===== src/rtl/motor_slot_scheduler.sv =====
`default_nettype none
// ============================================================================
// Module      : motor_slot_scheduler
// Description : Time-slot scheduler that shares one speed-control datapath
//               among four motors. Requesters are picked round-robin. Each
//               winner gets a fixed RUN slot. During the slot the speed word
//               V ramps toward that motor's target by one LSB every RAMP_DIV
//               cycles. Each motor's last speed is kept between slots, so a
//               ramp resumes where it stopped.
// Revision    : 1.0 - initial release
// ----------------------------------------------------------------------------
// Parameters
//   SLOT_CYCLES : RUN-state length in cycles per grant (2..255)
//   RAMP_DIV    : cycles per one-LSB ramp step (1..SLOT_CYCLES)
// Ports
//   clk      in   1  system clock, rising edge
//   rst      in   1  asynchronous active-high reset
//   req      in   4  req[m]=1: motor m wants datapath time
//   vel_alvo in  16  targets, bits [4m+3:4m] belong to motor m (live)
//   S        out  2  motor select to the speed datapath
//   V        out  4  speed word to the speed datapath
//   grant    out  4  one-hot current owner, 0 when idle/ending
//   ocupado  out  1  high in GRANT, RUN and END
//   fim_slot out  1  one-cycle pulse in END
// Build option
//   MOTOR_SOFTSTOP_EN : when defined, an early release ramps V down to 0
//                       before the slot ends. The slot length limit does not
//                       apply to that ramp-down.
// ============================================================================
module motor_slot_scheduler #(
  parameter int SLOT_CYCLES = 16,
  parameter int RAMP_DIV    = 2
) (
  input  logic        clk,
  input  logic        rst,
  input  logic [3:0]  req,
  input  logic [15:0] vel_alvo,
  output logic [1:0]  S,
  output logic [3:0]  V,
  output logic [3:0]  grant,
  output logic        ocupado,
  output logic        fim_slot
);

  typedef enum logic [1:0] {
    ST_IDLE  = 2'd0,
    ST_GRANT = 2'd1,
    ST_RUN   = 2'd2,
    ST_END   = 2'd3
  } state_t;

  localparam logic [7:0] c_cnt_last  = 8'(SLOT_CYCLES - 1);
  localparam logic [7:0] c_ramp_last = 8'(RAMP_DIV - 1);

  state_t     state_q;
  logic [1:0] ptr_q;
  logic [1:0] win_q;
  logic [1:0] s_q;
  logic [3:0] v_q;
  logic [3:0] grant_q;
  logic       ocupado_q;
  logic       fim_q;
  logic [7:0] cnt_q;
  // The ramp phase runs separately from the slot counter. It stays periodic
  // even when a soft-stop ramp-down runs past the slot length.
  logic [7:0] phase_q;
  logic [3:0] cur_v_q [4];
`ifdef MOTOR_SOFTSTOP_EN
  logic       soft_q;
`endif

  logic [1:0] arb_ptr_d;
  logic [1:0] pick_d;
  logic       start_d;
  logic [3:0] load_v_d;
  logic       stop_d;
  logic [3:0] tgt_d;
  logic       tick_d;
  logic [7:0] phase_d;
  logic [3:0] v_ramp_d;

  // First set request bit, searching from base upward modulo 4.
  function automatic logic [1:0] rr_pick(input logic [1:0] base, input logic [3:0] r);
    logic [1:0] idx;
    logic [1:0] res;
    logic       found;
    res   = base;
    found = 1'b0;
    for (int k = 0; k < 4; k++) begin
      idx = base + 2'(k);
      if (!found && r[idx]) begin
        res   = idx;
        found = 1'b1;
      end
    end
    return res;
  endfunction

  always_comb begin
    // In END the pointer update (winner+1) has not reached ptr_q yet.
    // Arbitration therefore uses the updated value directly.
    arb_ptr_d = (state_q == ST_END) ? (win_q + 2'd1) : ptr_q;
    pick_d    = rr_pick(arb_ptr_d, req);
    start_d   = ((state_q == ST_IDLE) || (state_q == ST_END)) && (|req);
    // Bypass the write-back that END performs in the same edge.
    load_v_d  = ((state_q == ST_END) && (pick_d == win_q)) ? v_q : cur_v_q[pick_d];

`ifdef MOTOR_SOFTSTOP_EN
    stop_d    = ~req[win_q] | soft_q;
`else
    stop_d    = ~req[win_q];
`endif

    tgt_d     = vel_alvo[{win_q, 2'b00} +: 4];
`ifdef MOTOR_SOFTSTOP_EN
    if (stop_d) begin
      tgt_d = 4'd0;
    end
`endif

    tick_d    = (phase_q == c_ramp_last);
    phase_d   = tick_d ? 8'd0 : (phase_q + 8'd1);

    // A single-LSB move toward the target cannot overshoot or wrap.
    v_ramp_d  = v_q;
    if (tick_d) begin
      if (v_q < tgt_d) begin
        v_ramp_d = v_q + 4'd1;
      end else if (v_q > tgt_d) begin
        v_ramp_d = v_q - 4'd1;
      end
    end
  end

  always_ff @(posedge clk or posedge rst) begin
    if (rst) begin
      state_q   <= ST_IDLE;
      ptr_q     <= 2'd0;
      win_q     <= 2'd0;
      s_q       <= 2'd0;
      v_q       <= 4'd0;
      grant_q   <= 4'd0;
      ocupado_q <= 1'b0;
      fim_q     <= 1'b0;
      cnt_q     <= 8'd0;
      phase_q   <= 8'd0;
      for (int i = 0; i < 4; i++) begin
        cur_v_q[i] <= 4'd0;
      end
`ifdef MOTOR_SOFTSTOP_EN
      soft_q    <= 1'b0;
`endif
    end else begin
      fim_q <= 1'b0;
      case (state_q)
        ST_IDLE: begin
          v_q       <= 4'd0;
          grant_q   <= 4'd0;
          ocupado_q <= 1'b0;
        end
        ST_GRANT: begin
          state_q <= ST_RUN;
        end
        ST_RUN: begin
          if (stop_d) begin
`ifdef MOTOR_SOFTSTOP_EN
            soft_q <= 1'b1;
            if (v_q == 4'd0) begin
              state_q <= ST_END;
              grant_q <= 4'd0;
              fim_q   <= 1'b1;
            end else begin
              v_q     <= v_ramp_d;
              phase_q <= phase_d;
              cnt_q   <= cnt_q + 8'd1;
            end
`else
            // Early release: V is frozen and the slot closes.
            state_q <= ST_END;
            grant_q <= 4'd0;
            fim_q   <= 1'b1;
`endif
          end else begin
            v_q     <= v_ramp_d;
            phase_q <= phase_d;
            cnt_q   <= cnt_q + 8'd1;
            if (cnt_q == c_cnt_last) begin
              state_q <= ST_END;
              grant_q <= 4'd0;
              fim_q   <= 1'b1;
            end
          end
        end
        ST_END: begin
          cur_v_q[win_q] <= v_q;
          ptr_q          <= win_q + 2'd1;
          state_q        <= ST_IDLE;
          v_q            <= 4'd0;
          grant_q        <= 4'd0;
          ocupado_q      <= 1'b0;
        end
        default: begin
          state_q <= ST_IDLE;
        end
      endcase

      // A new grant from IDLE or END overrides the defaults above.
      if (start_d) begin
        state_q   <= ST_GRANT;
        win_q     <= pick_d;
        s_q       <= pick_d;
        grant_q   <= 4'b0001 << pick_d;
        v_q       <= load_v_d;
        cnt_q     <= 8'd0;
        phase_q   <= 8'd0;
        ocupado_q <= 1'b1;
`ifdef MOTOR_SOFTSTOP_EN
        soft_q    <= 1'b0;
`endif
      end
    end
  end

  assign S        = s_q;
  assign V        = v_q;
  assign grant    = grant_q;
  assign ocupado  = ocupado_q;
  assign fim_slot = fim_q;

endmodule
`default_nettype wire


===== config.mk =====
export PLATFORM = sky130hd
export DESIGN_NAME = motor_slot_scheduler
export DESIGN_NICKNAME = d
export VERILOG_FILES = /design/src/rtl/motor_slot_scheduler.sv
export SDC_FILE = /design/constraint.sdc
export NUM_CORES = 1
export LEC_CHECK = 0
export ABC_CLOCK_PERIOD_IN_PS = 3700
export BUFFER_PORTS_ARGS = -buffer_cell sky130_fd_sc_hd__buf_2
export CORE_MARGIN = 2
export CORE_UTILIZATION = 40
export CTS_CLUSTER_SIZE = 10
export DETAILED_ROUTE_END_ITERATION = 8
export HOLD_SLACK_MARGIN = 0.12
export PLACE_DENSITY_LB_ADDON = 0.15
export SETUP_SLACK_MARGIN = 0.2
export SKIP_CTS_REPAIR_TIMING = 1
export SLEW_MARGIN = 10
export SYNTH_ARGS = -nofsm -noshare
export SYNTH_HDL_FRONTEND = slang
export SYNTH_SLANG_ARGS = --single-unit

===== constraint.sdc =====
create_clock -name clk -period 3.7 [get_ports clk]
set_input_delay 0.37 -clock clk [delete_from_list [all_inputs] [get_ports clk]]
set_output_delay 0.37 -clock clk [all_outputs]
set_load 0.01 [all_outputs]

-- Yosys cells after proc, flatten, opt, wreduce, memory -nomap -nowiden
Cells that the tools add are included.
- word-level logic and storage cells: 118
- register bits: 48
- output and inout bits: 12
- input bits: 22
- shift operators: 2
- magnitude comparators: 10
- reductions and logical operators: 22
- bitwise logic cells: 2
- equal/unequal tests: 11
- mux-type cells: 50
- add/sub/neg operators: 8
- operators with widths (kind ; count):
    8-bit 2-to-1 mux ; 7
    4-bit 2-to-1 mux ; 12
    8-bit by 1-bit adder with 8-bit output, second input constant ; 2
    16-bit bitwise mux ; 1
    4-bit one-hot mux with 2 select lines ; 2
    16-bit by 5-bit indexed part select with 4-bit output ; 1
    2-bit by 3-bit less-than comparator with 1-bit output, second input constant ; 5
    2-bit 2-to-1 mux ; 7
    1-bit 2-to-1 mux ; 13
    1-bit binary-select mux with 2-bit select ; 5
    4-bit binary-select mux with 2-bit select ; 1
    4-bit demux with 2-bit select ; 1
    8-bit by 1-bit == test with 1-bit output, second input constant ; 1
    8-bit by 4-bit == test with 1-bit output, second input constant ; 1
    4-bit inequality test, second input constant ; 2
    3-bit greater-or-equal comparator, second input constant ; 2
    1-bit logical AND ; 6
    3-bit inequality test, second input constant ; 2
    2-bit inverter with 3-bit output ; 2
    2-bit one-hot mux with 3 select lines ; 1
    2-bit AND reduction ; 3
    2-bit nonzero test ; 3
    5-bit AND reduction ; 1
    2-bit by 1-bit adder with 2-bit output, second input constant ; 2
    18 further kinds ; 22

-- Longest topological paths before layout
Gate-level depths: netlist (run 1).
- depth after elaboration: 20
- mapped depth: 14
- gate-level depth less buffers: 13

-- Worst setup path after synthesis (run 1)
No wires, ideal clock.
- path type: register -> register
- from: reg S[0] (netlist name)
- to: reg v_q[3], in the netlist V[3]
- data required time: 3572 ps
- data arrival time: 3127 ps
- setup time: 128 ps
- path slack: 445 ps
- path buffers: 1
- clock period less this slack: 3255 ps
- cell stages (with the launch flop): 15
- path through: dfrtp_1 buf_6 mux4_2 ha_1 inv_1 a21oi_1 o21ai_0 ha_1 a21o_1 a21oi_1 xnor2_1 xnor2_1 o22a_1 o21ai_0 mux2_1
- RTL lines (item ; RTL line ; text):
    end signal, assigned ; 184 ; v_q <= v_ramp_d;
    end signal, assigned ; 213 ; v_q <= load_v_d;
    end, declared ; 59 ; logic [3:0] v_q;

==> flow_metrics.env, run 1 <==
export IMPL_outcome="completed"
export IMPL_design_area_mm2=0.00312
export IMPL_first_pass_iters=4
export IMPL_num_vias=2074
export IMPL_hold_path_class="in -> async"
export IMPL_register_area_mm2=0.00120
export IMPL_diodes=0
export IMPL_syn_area_per_cell_um2=10.2
export IMPL_tritoncts="yes"
export IMPL_fillers=648
export IMPL_cts_made_buffers=5
export IMPL_via_per_inst=5.36
export IMPL_switchingPower_uw=1090
export IMPL_antenna_found_initial=0
export IMPL_htreeDepth=2
export IMPL_finalNetCount=346
export IMPL_synth_edf_count=0
export IMPL_initial_utilization_pct=41.1
export IMPL_swShare_pct=41.8
export IMPL_worst_setup_path_end_kind="flip-flop"
export IMPL_ant_nets=0
export IMPL_clkPwrFrac_pct=14.9
export IMPL_p_per_area_mw_per_mm2=834
export IMPL_hpwl_um=4200
export IMPL_syn2layout_area_growth_pct=13.2
export IMPL_dieArea_mm2=0.00758
export IMPL_fmax_mhz=318
export IMPL_leakage_uw=0.00151
export IMPL_rsz0062_at_grt="no"
export IMPL_gp_congestion=0.775
export IMPL_setup_viol=0
export IMPL_crit_fanout=5
export IMPL_ys_seq_area_share_pct=43.5
export IMPL_drv_slew=0
export IMPL_drive_gt1_share_pct=20.8
export IMPL_die_h_um=87.1
export IMPL_row_count=30
export IMPL_layout_commonest_cell="dfrtp_1"
export IMPL_clk_latency_ns=0.30
export IMPL_worstMarginPinSlew_ns=1.01
export IMPL_finClkSkew_ns=0.00629
export IMPL_multi_input_area_mm2=0.00144
export IMPL_cts_sinks=48
export IMPL_seq_power_share_pct=31.7
export IMPL_routed_wl_um=5760
export IMPL_synthDistinctLibCells=48
export IMPL_hold_violations=0
export IMPL_wl_per_cell_um=14.9
export IMPL_grt_use_total_pct=16.7
export IMPL_cp_data_arrival_time_ns=3.33
export IMPL_clk_pin_slew_ns=0.09
export IMPL_min_period_ns=3.14
export IMPL_drt_iter0_drc=76
export IMPL_cts_root_buf="clkbuf_8"
export IMPL_grt_pass1_wl_um=9920
export IMPL_synth_flop_cell="dfrtp_1"
export IMPL_ys_ff_latch=48
export IMPL_netlist_instances=270
export IMPL_core_area_mm2=0.00672
export IMPL_cts_buffer_depth=2
export IMPL_overflow=0
export IMPL_grt_pass1_vias=2023
export IMPL_power_internal_uw=1520
export IMPL_synthArstFlopShare_pct=100
export IMPL_fin_crit_sh_pct=84.9
export IMPL_layout_common_cells="48 x dfrtp_1, 33 x buf_2, 25 x nor2_1"
export IMPL_placed_area_mm2=0.00301
export IMPL_ioPinCount=34
export IMPL_setup_tns_final_ns=0
export IMPL_fp_dieW_um=87.1
export IMPL_synth_nets=310
export IMPL_ys_warn_count=0
export IMPL_combPwrFrac_pct=53.5
export IMPL_slew_headroom_pct=32.6
export IMPL_io_buffer_count=33
export IMPL_grt_start_max_net_pins=49
export IMPL_required_ns=3.89
export IMPL_max_vdd_ir_drop_v=0.000310
export IMPL_critical_path_class="reg -> reg"
export IMPL_cp_start_kind="flip-flop"
export IMPL_max_cap_violations=0
export IMPL_syn_cell_area_mm2=0.00276
export IMPL_route_detailed_drc=0
==> routing by layer <==
metal / vias to the layer above / global-route usage [%] / share of wire, %
met3: 11 / 2.65 / 3.7
met1: 993 / 23.6 / 49
li1: 1020 / - / -
met2: 50 / 26.1 / 46
met4: 0 / 5.68 / 1.9
met5: - / 0 / 0
==> worst paths after layout <==
check	endpoint	start	depth (start not counted)	slack, ns
max in group asynchronous	ptr_q[1]	rst	2	2.78
max reg2reg	V[3]	S[0]	13	0.56
max	V[3]	S[0]	13	0.56
min	phase_q[7]	rst	2	0.30
min reg2reg	cur_v_q[13]	cur_v_q[13]	2	0.49
min in group clk	ocupado	req[1]	3	0.43
==> state kept, by name, summed over array words and instances (netlist names) <==
register / count
cur_v_q: 16
cnt_q: 8
phase_q: 8
V: 4
grant: 4
S: 2
ptr_q: 2
state_q: 2
fim_slot: 1
ocupado: 1
==> kinds of logic after synthesis <==
logic type	Yosys count	share of synthesized area, %
AOI/OAI and AO/OA	57	13.0
buffers and inverters	27	4.26
xor gates and xnor gates	14	4.44
muxes	26	12.3
adders and majority gates	18	8.44
DFF	48	43.5
and+or+nand+nor	80	14.0
==> power by group through the flow <==
stage                     sequential (uW)  clock, uW  combinational [uW]
after detailed placement              839          0                1410
final                                 825        387                1390
after global placement                836          0                1380
after global routing                  852        417                1580
after floorplan                       814          0                1060
after CTS                             829        397                1410
==> cell type report <==
| class | instances | area share [%] |
|---|---|---|
| tap | 80 | 3.21 |
| sequential | 48 | 38.5 |
| timing repair buffer | 38 | 6.49 |
| clock buffer | 5 | 2.20 |
| clock inverter | 3 | 1.36 |
| inverter | 18 | 2.16 |
| multi-input combinational | 195 | 46.1 |
==> worst max-delay path, cell delays in order (launching register included) <==
cell     delay (ns)
dfrtp_1        0.50
mux4_2         0.53
inv_1          0.06
ha_1           0.23
a21oi_1        0.14
o21ai_0        0.13
buf_4          0.17
ha_1           0.30
a21oi_1        0.18
xnor2_1        0.16
xnor2_1        0.14
o22a_1         0.14
o21ai_0        0.06
mux2_1         0.28
==> cell usage after synthesis, types with 5 or more instances <==
| cell type | instances | area, um2 |
|---|---|---|
| o21ai_0 | 22 | 110 |
| xnor2_1 | 7 | 61.3 |
| xor2_1 | 7 | 61.3 |
| ha_1 | 17 | 213 |
| nor2_1 | 25 | 93.8 |
| clkbuf_1 | 6 | 22.5 |
| inv_1 | 18 | 67.6 |
| a21oi_1 | 12 | 60.1 |
| mux2_2 | 8 | 90.1 |
| and3_1 | 5 | 31.3 |
| mux4_2 | 5 | 113 |
| dfrtp_1 | 48 | 1200 |
| mux2i_1 | 10 | 100 |
| nand2_1 | 23 | 86.3 |
==> stage by stage <==
stage	hold WS (ns)	instances	worst slack [ns]	util, %	total power (uW)
floorplan	0.449	270	0.445	-	1880
global placement	0.463	379	0.632	44.8	2220
detailed placement	0.472	379	0.543	44.8	2250
CTS	0.348	387	0.508	46.5	2640
global route	0.391	387	0.346	46.5	2850
finish	0.303	387	0.560	46.5	2610
Power figures use the tool's default switching activity.
==> inputs of run 2 (changes only) <==
--- a/config.mk
+++ b/config.mk
@@ -5,7 +5,7 @@
 export SDC_FILE = /design/constraint.sdc
 export NUM_CORES = 1
 export LEC_CHECK = 0
-export ABC_CLOCK_PERIOD_IN_PS = 3700
+export ABC_CLOCK_PERIOD_IN_PS = 2800
 export BUFFER_PORTS_ARGS = -buffer_cell sky130_fd_sc_hd__buf_2
 export CORE_MARGIN = 2
 export CORE_UTILIZATION = 40
==> constraint.sdc (replaced) <==
create_clock -name clk -period 2.8 [get_ports clk]
set_input_delay 0.28 -clock clk [delete_from_list [all_inputs] [get_ports clk]]
set_output_delay 0.28 -clock clk [all_outputs]
set_load 0.01 [all_outputs]
==> run 2 against run 1 <==
  * Critical path depth did not move
  * The run now ends with negative setup slack left
  * Final area rose by 6.7%
  * Fmax rose by 7.6%
  * Worst setup slack got worse by 0.68 ns
  * Combinational power rose by 64%
==> flow_metrics.env, run 2 (same netlist as run 1, synthesis figures left out) <==
export IMPL_antenna_found_initial=0
export IMPL_rsz0062_at_grt="yes"
export IMPL_reg_top3="cur_v_q x16, cnt_q x8, phase_q x8"
export IMPL_fmax_mhz=343
export IMPL_max_cap_violations=0
export IMPL_cts_buffer_depth=2
export IMPL_io_buffer_count=33
export IMPL_drive_gt1_share_pct=29.8
export IMPL_finalNetCount=361
export IMPL_grt_start_max_net_pins=49
export IMPL_syn2layout_area_growth_pct=20.7
export IMPL_final_core_util_pct=49.6
export IMPL_largest_reg_flops=16
export IMPL_max_vdd_ir_drop_v=0.000560
export IMPL_cts_root_buf="clkbuf_8"
export IMPL_cts_made_buffers=5
export IMPL_hold_violations=0
export IMPL_wl_per_cell_um=14.7
export IMPL_dieArea_mm2=0.00758
export IMPL_grt_use_total_pct=16.9
export IMPL_setup_tns_final_ns=-0.203
export IMPL_fp_dieW_um=87.1
export IMPL_outcome="finished, violations left"
export IMPL_crit_path_cell_trace="mux4_2 -> inv_2 -> ha_4 -> a21oi_2 -> o21ai_2 -> ha_1 -> a21o_1 -> a21oi_2 -> xnor2_1 -> xnor2_1 -> o22a_1 -> o21ai_1 -> mux2_4"
export IMPL_cp_start_kind="flip-flop"
export IMPL_drv_slew=0
export IMPL_die_h_um=87.1
export IMPL_finClkSkew_ns=0.00935
export IMPL_route_detailed_drc=0
export IMPL_htreeDepth=2
export IMPL_diodes=0
export IMPL_leakage_uw=0.00159
export IMPL_violations="negative setup slack"
export IMPL_worst_setup_path_end_kind="flip-flop"
export IMPL_fin_crit_sh_pct=104
export IMPL_tritoncts="yes"
export IMPL_min_period_ns=2.92
export IMPL_hold_path_class="in -> async"
export IMPL_drt_iter0_drc=116
export IMPL_layout_common_cells="46 x dfrtp_1, 33 x buf_2, 25 x nor2_1"
export IMPL_clk_pin_slew_ns=0.10
export IMPL_dp_cells=387
export IMPL_ant_nets=0
export IMPL_critPathMaxStageDelay_ns=0.53
export IMPL_slew_headroom_pct=33.2
export IMPL_layout_commonest_cell="dfrtp_1"
export IMPL_grt_pass1_wl_um=10000
export IMPL_num_vias=2124
export IMPL_r2r_cells=13
export IMPL_cp_data_arrival_time_ns=3.11
export IMPL_core_area_mm2=0.00672
export IMPL_cts_sinks=48
export IMPL_design_area_mm2=0.00333
export IMPL_worstMarginPinSlew_ns=1.00
export IMPL_placed_area_mm2=0.00310
export IMPL_routed_wl_um=5920
export IMPL_via_per_inst=5.28
export IMPL_ioPinCount=34
export IMPL_top_register="cur_v_q"
export IMPL_overflow=0
export IMPL_initial_utilization_pct=41.1
export IMPL_whs_ns=0.192
export IMPL_hpwl_um=4290
export IMPL_critical_path_class="reg -> reg"
export IMPL_setup_ws_ns=-0.119
export IMPL_p_per_area_mw_per_mm2=1170
export IMPL_fin_cells=402
export IMPL_gp_congestion=0.798
export IMPL_clk_latency_ns=0.31
export IMPL_crit_fanout=5
export IMPL_required_ns=3.00
export IMPL_critPathTopFamily="multiplexers"
export IMPL_setup_viol=4
export IMPL_grt_pass1_vias=2102
export IMPL_row_count=30
export IMPL_worst_path_stages=13
export IMPL_first_pass_iters=4
export IMPL_slowest_stage="mux4_2"
export IMPL_critPathBufInv=1
-- run 2: cell count changes in the layout (fill, tap and decap cells not counted), moves of 3 or more --
cell	delta
a21oi_1	-3
a21oi_2	+3
buf_4	+11
buf_6	+3
inv_1	-3
inv_2	+3
-- run 2: worst register-to-register path: stages (launching register included) --
cell	delay [ns]
dfrtp_2	0.45
mux4_2	0.53
inv_2	0.08
ha_4	0.20
a21oi_2	0.14
o21ai_2	0.09
ha_1	0.28
a21o_1	0.17
a21oi_2	0.15
xnor2_1	0.14
xnor2_1	0.13
o22a_1	0.14
o21ai_1	0.06
mux2_4	0.26
-- run 2: worst paths after layout --
path                       slack (ns)     start       end
min                              0.19       rst  grant[2]
max reg2reg                     -0.12      S[0]      V[3]
min in group clk                 0.35    req[1]   ocupado
max                             -0.12      S[0]      V[3]
max in group asynchronous        1.91       rst      S[1]
min reg2reg                      0.48  grant[3]  grant[3]
-- run 2: report_power, final --
| part | internal [uW] | total, uW | switching, uW |
|---|---|---|---|
| registers | 912 | 1100 | 183 |
| logic | 1130 | 2280 | 1140 |
| clock network | 292 | 540 | 247 |
-- run 2: layout make-up --
| cell class | instances | area [um2] |
|---|---|---|
| clock buffers | 6 | 82.6 |
| clock inverters | 2 | 38.8 |
| fillers | 645 | 3390 |
| inverters | 18 | 67.6 |
| multi-input cells | 195 | 1500 |
| flip-flops and latches | 48 | 1200 |
| well taps | 80 | 100 |
| repair buffers | 53 | 334 |
-- run 2: metal layers --
metal / routed length (um) / vias up / GRT usage (%)
met5: 0 / - / 0
met4: 52 / 0 / 4.69
met3: 177 / 4 / 2.65
met2: 2720 / 42 / 27.0
met1: 2970 / 1023 / 23.7
li1: - / 1055 / -
-- run 2: metrics by stage --
step | power [uW] | setup slack, ns
2_1_floorplan | 2560 | -0.186
3_3_place_gp | 3130 | -0.136
3_5_place_dp | 3170 | -0.204
4_1_cts | 3710 | -0.233
5_1_grt | 4250 | -0.291
6_report | 3910 | -0.119
